## config.mk

```make
export PLATFORM = sky130hd
export DESIGN_NAME = hazard_scoreboard
export DESIGN_NICKNAME = d
export VERILOG_FILES = /design/src/rtl/hazard_pkg.sv /design/src/rtl/mdu_busy_counter.sv /design/src/rtl/hazard_scoreboard.sv
export SDC_FILE = /design/constraint.sdc
export NUM_CORES = 1
export LEC_CHECK = 0
export CAP_MARGIN = 20
export CORE_ASPECT_RATIO = 1.2
export CORE_MARGIN = 8
export CORE_UTILIZATION = 50
export CTS_CLUSTER_DIAMETER = 120
export DETAILED_ROUTE_END_ITERATION = 16
export DONT_BUFFER_PORTS = 1
export MAX_ROUTING_LAYER = met4
export PLACE_DENSITY = 0.62
export SLEW_MARGIN = 20
export SYNTH_ARGS = -nofsm -noshare
export SYNTH_HDL_FRONTEND = slang
export SYNTH_HIERARCHICAL = 1
export SYNTH_SLANG_ARGS = --single-unit
```

## constraint.sdc

```tcl
create_clock -name clk -period 5.75 [get_ports clk]
set_input_delay 1.15 -clock clk [delete_from_list [all_inputs] [get_ports clk]]
set_output_delay 1.15 -clock clk [all_outputs]
set_load 0.03 [all_outputs]
```

## src/rtl/hazard_pkg.sv

```systemverilog
// Shared constants for the hazard scoreboard: forward-select encodings and default
// multiply/divide occupancy.
package hazard_pkg;
  localparam logic [1:0] FWD_RF = 2'b00;
  localparam logic [1:0] FWD_M  = 2'b01;
  localparam logic [1:0] FWD_W  = 2'b10;

  localparam int DEF_MUL_LAT = 5;
  localparam int DEF_DIV_LAT = 10;
endpackage

```

## src/rtl/mdu_busy_counter.sv

```systemverilog
// Multiply/divide occupancy countdown. A new issue reloads the counter even while
// busy, and busy stays high for exactly the latency of the issued op.
module mdu_busy_counter
  import hazard_pkg::*;
#(
  parameter int MUL_LAT = DEF_MUL_LAT,
  parameter int DIV_LAT = DEF_DIV_LAT,
  parameter int LAT_W   = 4
) (
  input  logic clk,
  input  logic reset,
  input  logic start,
  input  logic is_div,
  output logic busy
);
  localparam logic [LAT_W-1:0] MUL_LD = LAT_W'(MUL_LAT);
  localparam logic [LAT_W-1:0] DIV_LD = LAT_W'(DIV_LAT);

  logic [LAT_W-1:0] r_cnt;

  always_ff @(posedge clk) begin
    if (reset) begin
      r_cnt <= '0;
    end else if (start) begin
      r_cnt <= is_div ? DIV_LD : MUL_LD;
    end else if (r_cnt != '0) begin
      r_cnt <= r_cnt - LAT_W'(1);
    end
  end

  assign busy = (r_cnt != '0);
endmodule

```

## src/rtl/hazard_scoreboard.sv

```systemverilog
// Five-stage pipeline hazard unit: D/E operand forwarding selects, load-use,
// branch-operand and mult/div stalls, plus a saturating stall-cycle counter.
module hazard_scoreboard
  import hazard_pkg::*;
#(
  parameter int REG_AW  = 5,
  parameter int MUL_LAT = DEF_MUL_LAT,
  parameter int DIV_LAT = DEF_DIV_LAT,
  parameter int LAT_W   = 4,
  parameter int PERF_W  = 32
) (
  input  logic              clk,
  input  logic              reset,
  input  logic [REG_AW-1:0] rs_d,
  input  logic [REG_AW-1:0] rt_d,
  input  logic              use_rs_d,
  input  logic              use_rt_d,
  input  logic              br_d,
  input  logic              md_use_d,
  input  logic [REG_AW-1:0] rs_e,
  input  logic [REG_AW-1:0] rt_e,
  input  logic [REG_AW-1:0] wr_reg_e,
  input  logic [REG_AW-1:0] wr_reg_m,
  input  logic [REG_AW-1:0] wr_reg_w,
  input  logic              reg_write_e,
  input  logic              reg_write_m,
  input  logic              reg_write_w,
  input  logic              mem_read_e,
  input  logic              mem_read_m,
  input  logic              md_start_e,
  input  logic              md_is_div_e,
  output logic [1:0]        fwd_a_d,
  output logic [1:0]        fwd_b_d,
  output logic [1:0]        fwd_a_e,
  output logic [1:0]        fwd_b_e,
  output logic              stall_f,
  output logic              stall_d,
  output logic              flush_e,
  output logic              md_busy,
  output logic [PERF_W-1:0] stall_cycles
);
  function automatic logic [1:0] fwd_sel(
    input logic [REG_AW-1:0] src,
    input logic              m_ok,
    input logic [REG_AW-1:0] dst_m,
    input logic              we_m,
    input logic [REG_AW-1:0] dst_w,
    input logic              we_w
  );
    logic [1:0] sel;
    sel = FWD_RF;
    if (src != '0) begin
      if (m_ok && we_m && (src == dst_m)) begin
        sel = FWD_M;
      end else if (we_w && (src == dst_w)) begin
        sel = FWD_W;
      end
    end
    return sel;
  endfunction

  logic w_md_busy;
  logic w_match_e;
  logic w_match_m;
  logic w_load_stall;
  logic w_br_e_stall;
  logic w_br_m_stall;
  logic w_md_stall;
  logic w_stall;

  logic [PERF_W-1:0] r_stall_cycles;

  mdu_busy_counter #(
    .MUL_LAT (MUL_LAT),
    .DIV_LAT (DIV_LAT),
    .LAT_W   (LAT_W)
  ) u_busy (
    .clk    (clk),
    .reset  (reset),
    .start  (md_start_e),
    .is_div (md_is_div_e),
    .busy   (w_md_busy)
  );

  // A load still in M has no data yet, so D-stage consumers may only take W.
  assign fwd_a_d = fwd_sel(rs_d, !mem_read_m, wr_reg_m, reg_write_m, wr_reg_w, reg_write_w);
  assign fwd_b_d = fwd_sel(rt_d, !mem_read_m, wr_reg_m, reg_write_m, wr_reg_w, reg_write_w);
  assign fwd_a_e = fwd_sel(rs_e, 1'b1, wr_reg_m, reg_write_m, wr_reg_w, reg_write_w);
  assign fwd_b_e = fwd_sel(rt_e, 1'b1, wr_reg_m, reg_write_m, wr_reg_w, reg_write_w);

  assign w_match_e = (use_rs_d && (rs_d == wr_reg_e)) || (use_rt_d && (rt_d == wr_reg_e));
  assign w_match_m = (use_rs_d && (rs_d == wr_reg_m)) || (use_rt_d && (rt_d == wr_reg_m));

  assign w_load_stall = mem_read_e && reg_write_e && (wr_reg_e != '0) && w_match_e;
  assign w_br_e_stall = br_d && reg_write_e && (wr_reg_e != '0) && w_match_e;
  assign w_br_m_stall = br_d && mem_read_m && (wr_reg_m != '0) && w_match_m;
  assign w_md_stall   = md_use_d && (w_md_busy || md_start_e);

  assign w_stall = !reset && (w_load_stall || w_br_e_stall || w_br_m_stall || w_md_stall);

  assign stall_f = w_stall;
  assign stall_d = w_stall;
  assign flush_e = w_stall;
  assign md_busy = w_md_busy;

  // Saturating so long-running profiles never wrap back to small values.
  always_ff @(posedge clk) begin
    if (reset) begin
      r_stall_cycles <= '0;
    end else if (w_stall && (r_stall_cycles != '1)) begin
      r_stall_cycles <= r_stall_cycles + PERF_W'(1);
    end
  end

  assign stall_cycles = r_stall_cycles;
endmodule

```

==> flow_summary.toml, run 1 <==
[finish]
nNetsFinal = 383
multi_input_area_mm2 = 0.001866
utilization_pct = 52.84
ff_latch_area_um2 = 720.7
antenna_cells = 0
area_delta_synth_final_pct = 3.061
drive_above_1_share_pct = 6.306
design_area_mm2 = 0.002780
fillers = 503

[worst_setup_path]
endpoint_kind = "output pin"
worstPathRequired_ns = 4.60
critPathLaunchType = "input port"
crit_type = "input port to output pin"
worst_r2r_startpoint = "stall_cycles[9]"
worst_ep_arrival_time_ns = 3.01
critPathLaunch = "rt_d[2]"
cp_max_fo = 52

[hold_path]
hp-start = "u_busy/r_cnt[0]"
min_path_type = "flip-flop to flip-flop"

[routing]
via_count = 2488
drcViolationCount = 0
drtPass1Iterations = 4
vias_per_cell = 6.299
detailedRoute.firstIterationViolations = 100
routed_wl_um = 7158
wl_per_cell_um = 18.12
route.antenna.remaining_nets = 0

[floorplanning]
io_pins = 92
initial_core_util_pct = 51.27
die_y_um = 96.46
core_mm2 = 0.005261
rows = 29
die_w_um = 83.05
dieArea_mm2 = 0.008011

[timing]
finalSetupTns_ns = 0
worstMarginPinSlew_ns = 0.9548
layout_min_cycle_time_ns = 4.157
finalMaxSlewViolations = 0
fmax_mhz = 240.6
clock_skew_ns = 0.01038
setup_viol = 0
hold_viol_final = 0
grt_setup_unrepaired = "false"
max_slew_margin_pct = 36.28
fin_crit_sh_pct = 72.30
holdWs_ns = 0.5915

[place]
hpwl_um = 5493
gp_congestion = 0.8156
port_buffers = 0
placed_cell_area_mm2 = 0.002686

[status]
status = "complete, no violations"

[synth]
yosysTopAreaCell = "dfxtp_1"
netlist_top_cells_count = "dfxtp_1 (36), a21oi_1 (29), xnor2_1 (27), nand3_1 (24)"
ys_async_sr_fraction_pct = 0
synth-seq-cells = 36
syn_area_per_cell_um2 = 7.842
yosysUniqueCellTypes = 44
synth_cells = 344
synth_top_area_share_pct = 26.72
yosysSeqAreaShare_pct = 26.72
synthFlopType = "dfxtp_1"
yosysMostFrequentCell = "dfxtp_1"
syn_nets = 395
ys_warn_count = 6
syn-cell-area_mm2 = 0.002698
synth-edff-count = 0
synth_top_cells_by_area = "dfxtp_1 (27%), xnor2_1 (8.8%), xor2_1 (7.1%)"

[clock_tree]
clock_latency_ns = 0.29
post_cts_buffers = 0
numCtsBuffers = 5
cts.clk_slew.worst_paths_ns = 0.07
clockBufferDepth = 2
cts_root_buf = "clkbuf_8"
hold_buffers = 0
cts.repair.resized = 0
htree_levels = 2
cts.sinks = 36
cts_tree = "done"

[power]
peakVddDrop_mv = 0.08765
powerDensity_mw_per_mm2 = 195.0
p_leak_nw = 0.8373

[run]
cap_viol_max_count = 0

[grt]
grt_pass1_vias = 2346
grt_antenna_before_repair = 0
grt_pass1_wl_um = 11340
grt_usage_pct = 17.49
gr-total-overflow = 0
grt_max_degree = 53
[layout make-up]
cell class	count	share of cell area, %
Inverter	6	0.8101
Clock buffer	7	3.105
Tap cell	62	2.790
Multi-Input combinational cell	283	67.10
Clock inverter	1	0.2700
Sequential cell	36	25.92
[cells by family after synthesis]
kind of cell,after synthesis,share of synthesized area [%]
AOI/OAI and AO/OA,66,14.89
adders and majority gates,3,1.392
DFF,36,26.72
buffers and inverters,25,4.220
muxes,6,2.504
xor gates and xnor gates,49,15.91
and+or+nand+nor,159,34.37
[placed cells by master (no fill, tap or decap), types with 2 or more instances in the layout]
cell	count
dfxtp_1	36
nor2_1	21
nand2b_1	2
nand4_1	17
o31ai_1	8
o221ai_1	2
or4_1	16
xor2_1	22
ha_1	3
nand2_1	13
clkbuf_8	6
nand3_1	24
and2_1	3
nor2b_1	6
or3_1	16
nor3_1	14
o21a_1	2
and4_1	5
a21oi_1	29
xnor2_1	27
inv_1	5
and3_1	7
mux2_2	6
nor3b_1	2
nor4_1	6
o21ai_0	17
[worst max-delay path, cell delays in order]
cell	delay (ns)
xor2_1	0.14
nor4_2	0.27
a32oi_1	0.17
o221a_4	0.46
nor2_2	0.79
[sequential cells by signal, indices dropped and copies added, names as in the netlist]
name	cells
stall_cycles	32
u_busy/r_cnt	4
[report_power, final]
group	total (W)	switching [W]	internal [W]
logic	0.0000880	0.0000481	0.0000400
registers	0.000265	0.0000101	0.000255
clock network	0.000190	0.0000921	0.0000974
[stage by stage]
step           cells  worst slack (ns)   power, W
2_1_floorplan    344             1.567  0.0003579
3_3_place_gp     387             1.587  0.0003575
3_5_place_dp     387             1.576  0.0003595
4_1_cts          395             1.578  0.0005489
5_1_grt          395             1.460  0.0005699
6_report         395             1.593  0.0005421
[worst paths after layout]
check,to,depth (start not counted),slack [ns]
worst min register to register,u_busy/r_cnt[0],2,0.59
worst min-delay path,u_busy/r_cnt[0],2,0.59
worst max register to register,stall_cycles[2],5,2.86
worst max-delay path,flush_e,5,1.59
[metal layers]
metal	wire [um]	track usage [%]	share of wire (%)	up-vias
met5	0	-	0	-
met4	74	5.572	1.0	0
met3	700	7.718	9.8	5
met2	3618	31.99	51	78
met1	2763	16.23	39	1148
li1	-	-	-	1257
No activity file was read; power rests on OpenSTA's default activity.
==> run 2: changes to the inputs <==
==> constraint.sdc (replaced) <==
create_clock -name clk -period 4.09 [get_ports clk]
set_input_delay 0.818 -clock clk [delete_from_list [all_inputs] [get_ports clk]]
set_output_delay 0.818 -clock clk [all_outputs]
set_load 0.03 [all_outputs]
==> run 2 against run 1 <==
Net effect:
- sequential cell count is the same
- via count grew 1.8%
- setup slack lost 0.55 ns
- core utilization grew 0.43 points
- die area is the same
- clock power grew 41%
- register-to-register slack lost 1.6 ns
- final cell count grew 0.76%
- clock skew shrank 0.0018 ns
- largest power group unchanged
- first-iteration DRC count grew 25%
- global-route usage grew 0.60 points
- largest cell class unchanged
- combinational power grew 45%
==> flow_summary.toml, run 2 (synthesis gave the netlist of run 1 again) <==
[clock_tree]
clockBufferDepth = 2
cts.repair.resized = 0
clock_latency_ns = 0.29
cts.clk_slew.worst_paths_ns = 0.07
post_cts_buffers = 0
cts_tree = "done"
cts_root_buf = "clkbuf_8"
htree_levels = 2
cts.sinks = 36
hold_buffers = 0
numCtsBuffers = 5

[worst_setup_path]
reg2reg_slack_ns = 1.22
endpoint = "flush_e"
rr_endpoint = "stall_cycles[2]"
endpoint_kind = "output pin"
critPathLaunch = "u_busy/r_cnt[0]"
crit_type = "flip-flop to output pin"
worstRegToRegCells = 5
worst_r2r_startpoint = "stall_cycles[9]"
cp_max_fo = 4
critPathLaunchType = "flip-flop"
worstPathRequired_ns = 3.27
worst_ep_arrival_time_ns = 2.23

[finish]
area_delta_synth_final_pct = 3.896
nNetsFinal = 386
fillers = 518
antenna_cells = 0
utilization_pct = 53.27
largest_reg_flops = 32
layout.cells.non_filler = 398
final_common_cell = "dfxtp_1"
final_cell_mix = "dfxtp_1 (36), a21oi_1 (29), xnor2_1 (27)"
drive_above_1_share_pct = 7.143

[run]
cap_viol_max_count = 0

[timing]
finalSetupTns_ns = 0
worstMarginPinSlew_ns = 0.9009
layout_min_cycle_time_ns = 3.048
grt_setup_unrepaired = "false"
clock_skew_ns = 0.008616
max_slew_margin_pct = 39.48
hold_viol_final = 0
fmax_mhz = 328.1
setup_ws_ns = 1.042
setup_viol = 0
fin_crit_sh_pct = 74.53
finalMaxSlewViolations = 0

[power]
peakVddDrop_mv = 0.1455
powerDensity_mw_per_mm2 = 273.3
p_leak_nw = 0.8526

[place]
placedCellCount = 390
hpwl_um = 5595
port_buffers = 0
gp_congestion = 0.8224
place_ws_ns = 1.132

[routing]
vias_per_cell = 6.362
route.antenna.remaining_nets = 0
routed_wl_um = 7250
detailedRoute.firstIterationViolations = 125
drtPass1Iterations = 4
drcViolationCount = 0
via_count = 2532
wl_per_cell_um = 18.22

[floorplanning]
die_y_um = 96.46
rows = 29
die_w_um = 83.05
initial_core_util_pct = 51.27
io_pins = 92
dieArea_mm2 = 0.008011
core_mm2 = 0.005261

[grt]
grt_max_degree = 52
gr-total-overflow = 0
grt_pass1_vias = 2545
grt_usage_pct = 18.08
grt_pass1_wl_um = 11780
grt_antenna_before_repair = 0

[status]
status = "complete, no violations"

[hold_path]
min_path_type = "flip-flop to flip-flop"
-- run 2: per-layer routing --
layer  GRT usage (%)  vias up  share of wire [%]
li1                -     1262                  -
met1           16.63     1183                 39
met4           6.745        0                2.1
met3           7.886       16                9.2
met5               -        -                  0
met2           32.90       71                 50
-- run 2: where the power goes --
group | switching [W] | internal (W)
Combinational | 0.0000693 | 0.0000587
Sequential | 0.0000137 | 0.000358
Clock | 0.000130 | 0.000137
Total | 0.000213 | 0.000553
-- run 2: area by class of cell --
type	instances	area (um2)	area share, %
multi-input combinational	283	1866	66.56
tap	62	77.57	2.768
timing repair buffer	3	22.52	0.8036
clock buffer	7	86.33	3.080
clock inverter	1	7.507	0.2679
inverter	6	22.52	0.8036
sequential	36	720.7	25.71
-- run 2: how the worst min path moves through the flow --
stage | from | cells past startpoint | slack, ns | end
3_5_place_dp | u_busy/r_cnt[0] | 2 | 0.57 | u_busy/r_cnt[0]
2_1_floorplan | u_busy/r_cnt[0] | 2 | 0.54 | u_busy/r_cnt[0]
5_1_grt | reset | 1 | 0.57 | u_busy/r_cnt[1]
4_1_cts | reset | 1 | 0.58 | u_busy/r_cnt[1]
3_3_place_gp | u_busy/r_cnt[0] | 2 | 0.56 | u_busy/r_cnt[0]
6_report | u_busy/r_cnt[0] | 2 | 0.58 | u_busy/r_cnt[0]
-- run 2: worst max-delay path: stages (launching register included) --
cell     delay [ns]
dfxtp_1        0.32
inv_1          0.10
ha_1           0.18
nor3b_2        0.25
inv_2          0.15
o21ai_0        0.40
o221a_4        0.30
nor2_2         0.03
buf_4          0.21
-- run 2: stage by stage --
stage          total power (W)  hold WS (ns)  area, um2
2_1_floorplan        0.0005031        0.5356       2698
3_3_place_gp         0.0005071        0.5649       2709
3_5_place_dp         0.0005082        0.5744       2709
4_1_cts              0.0007750        0.5836       2803
5_1_grt              0.0008023        0.5723       2803
6_report             0.0007660        0.5755       2803
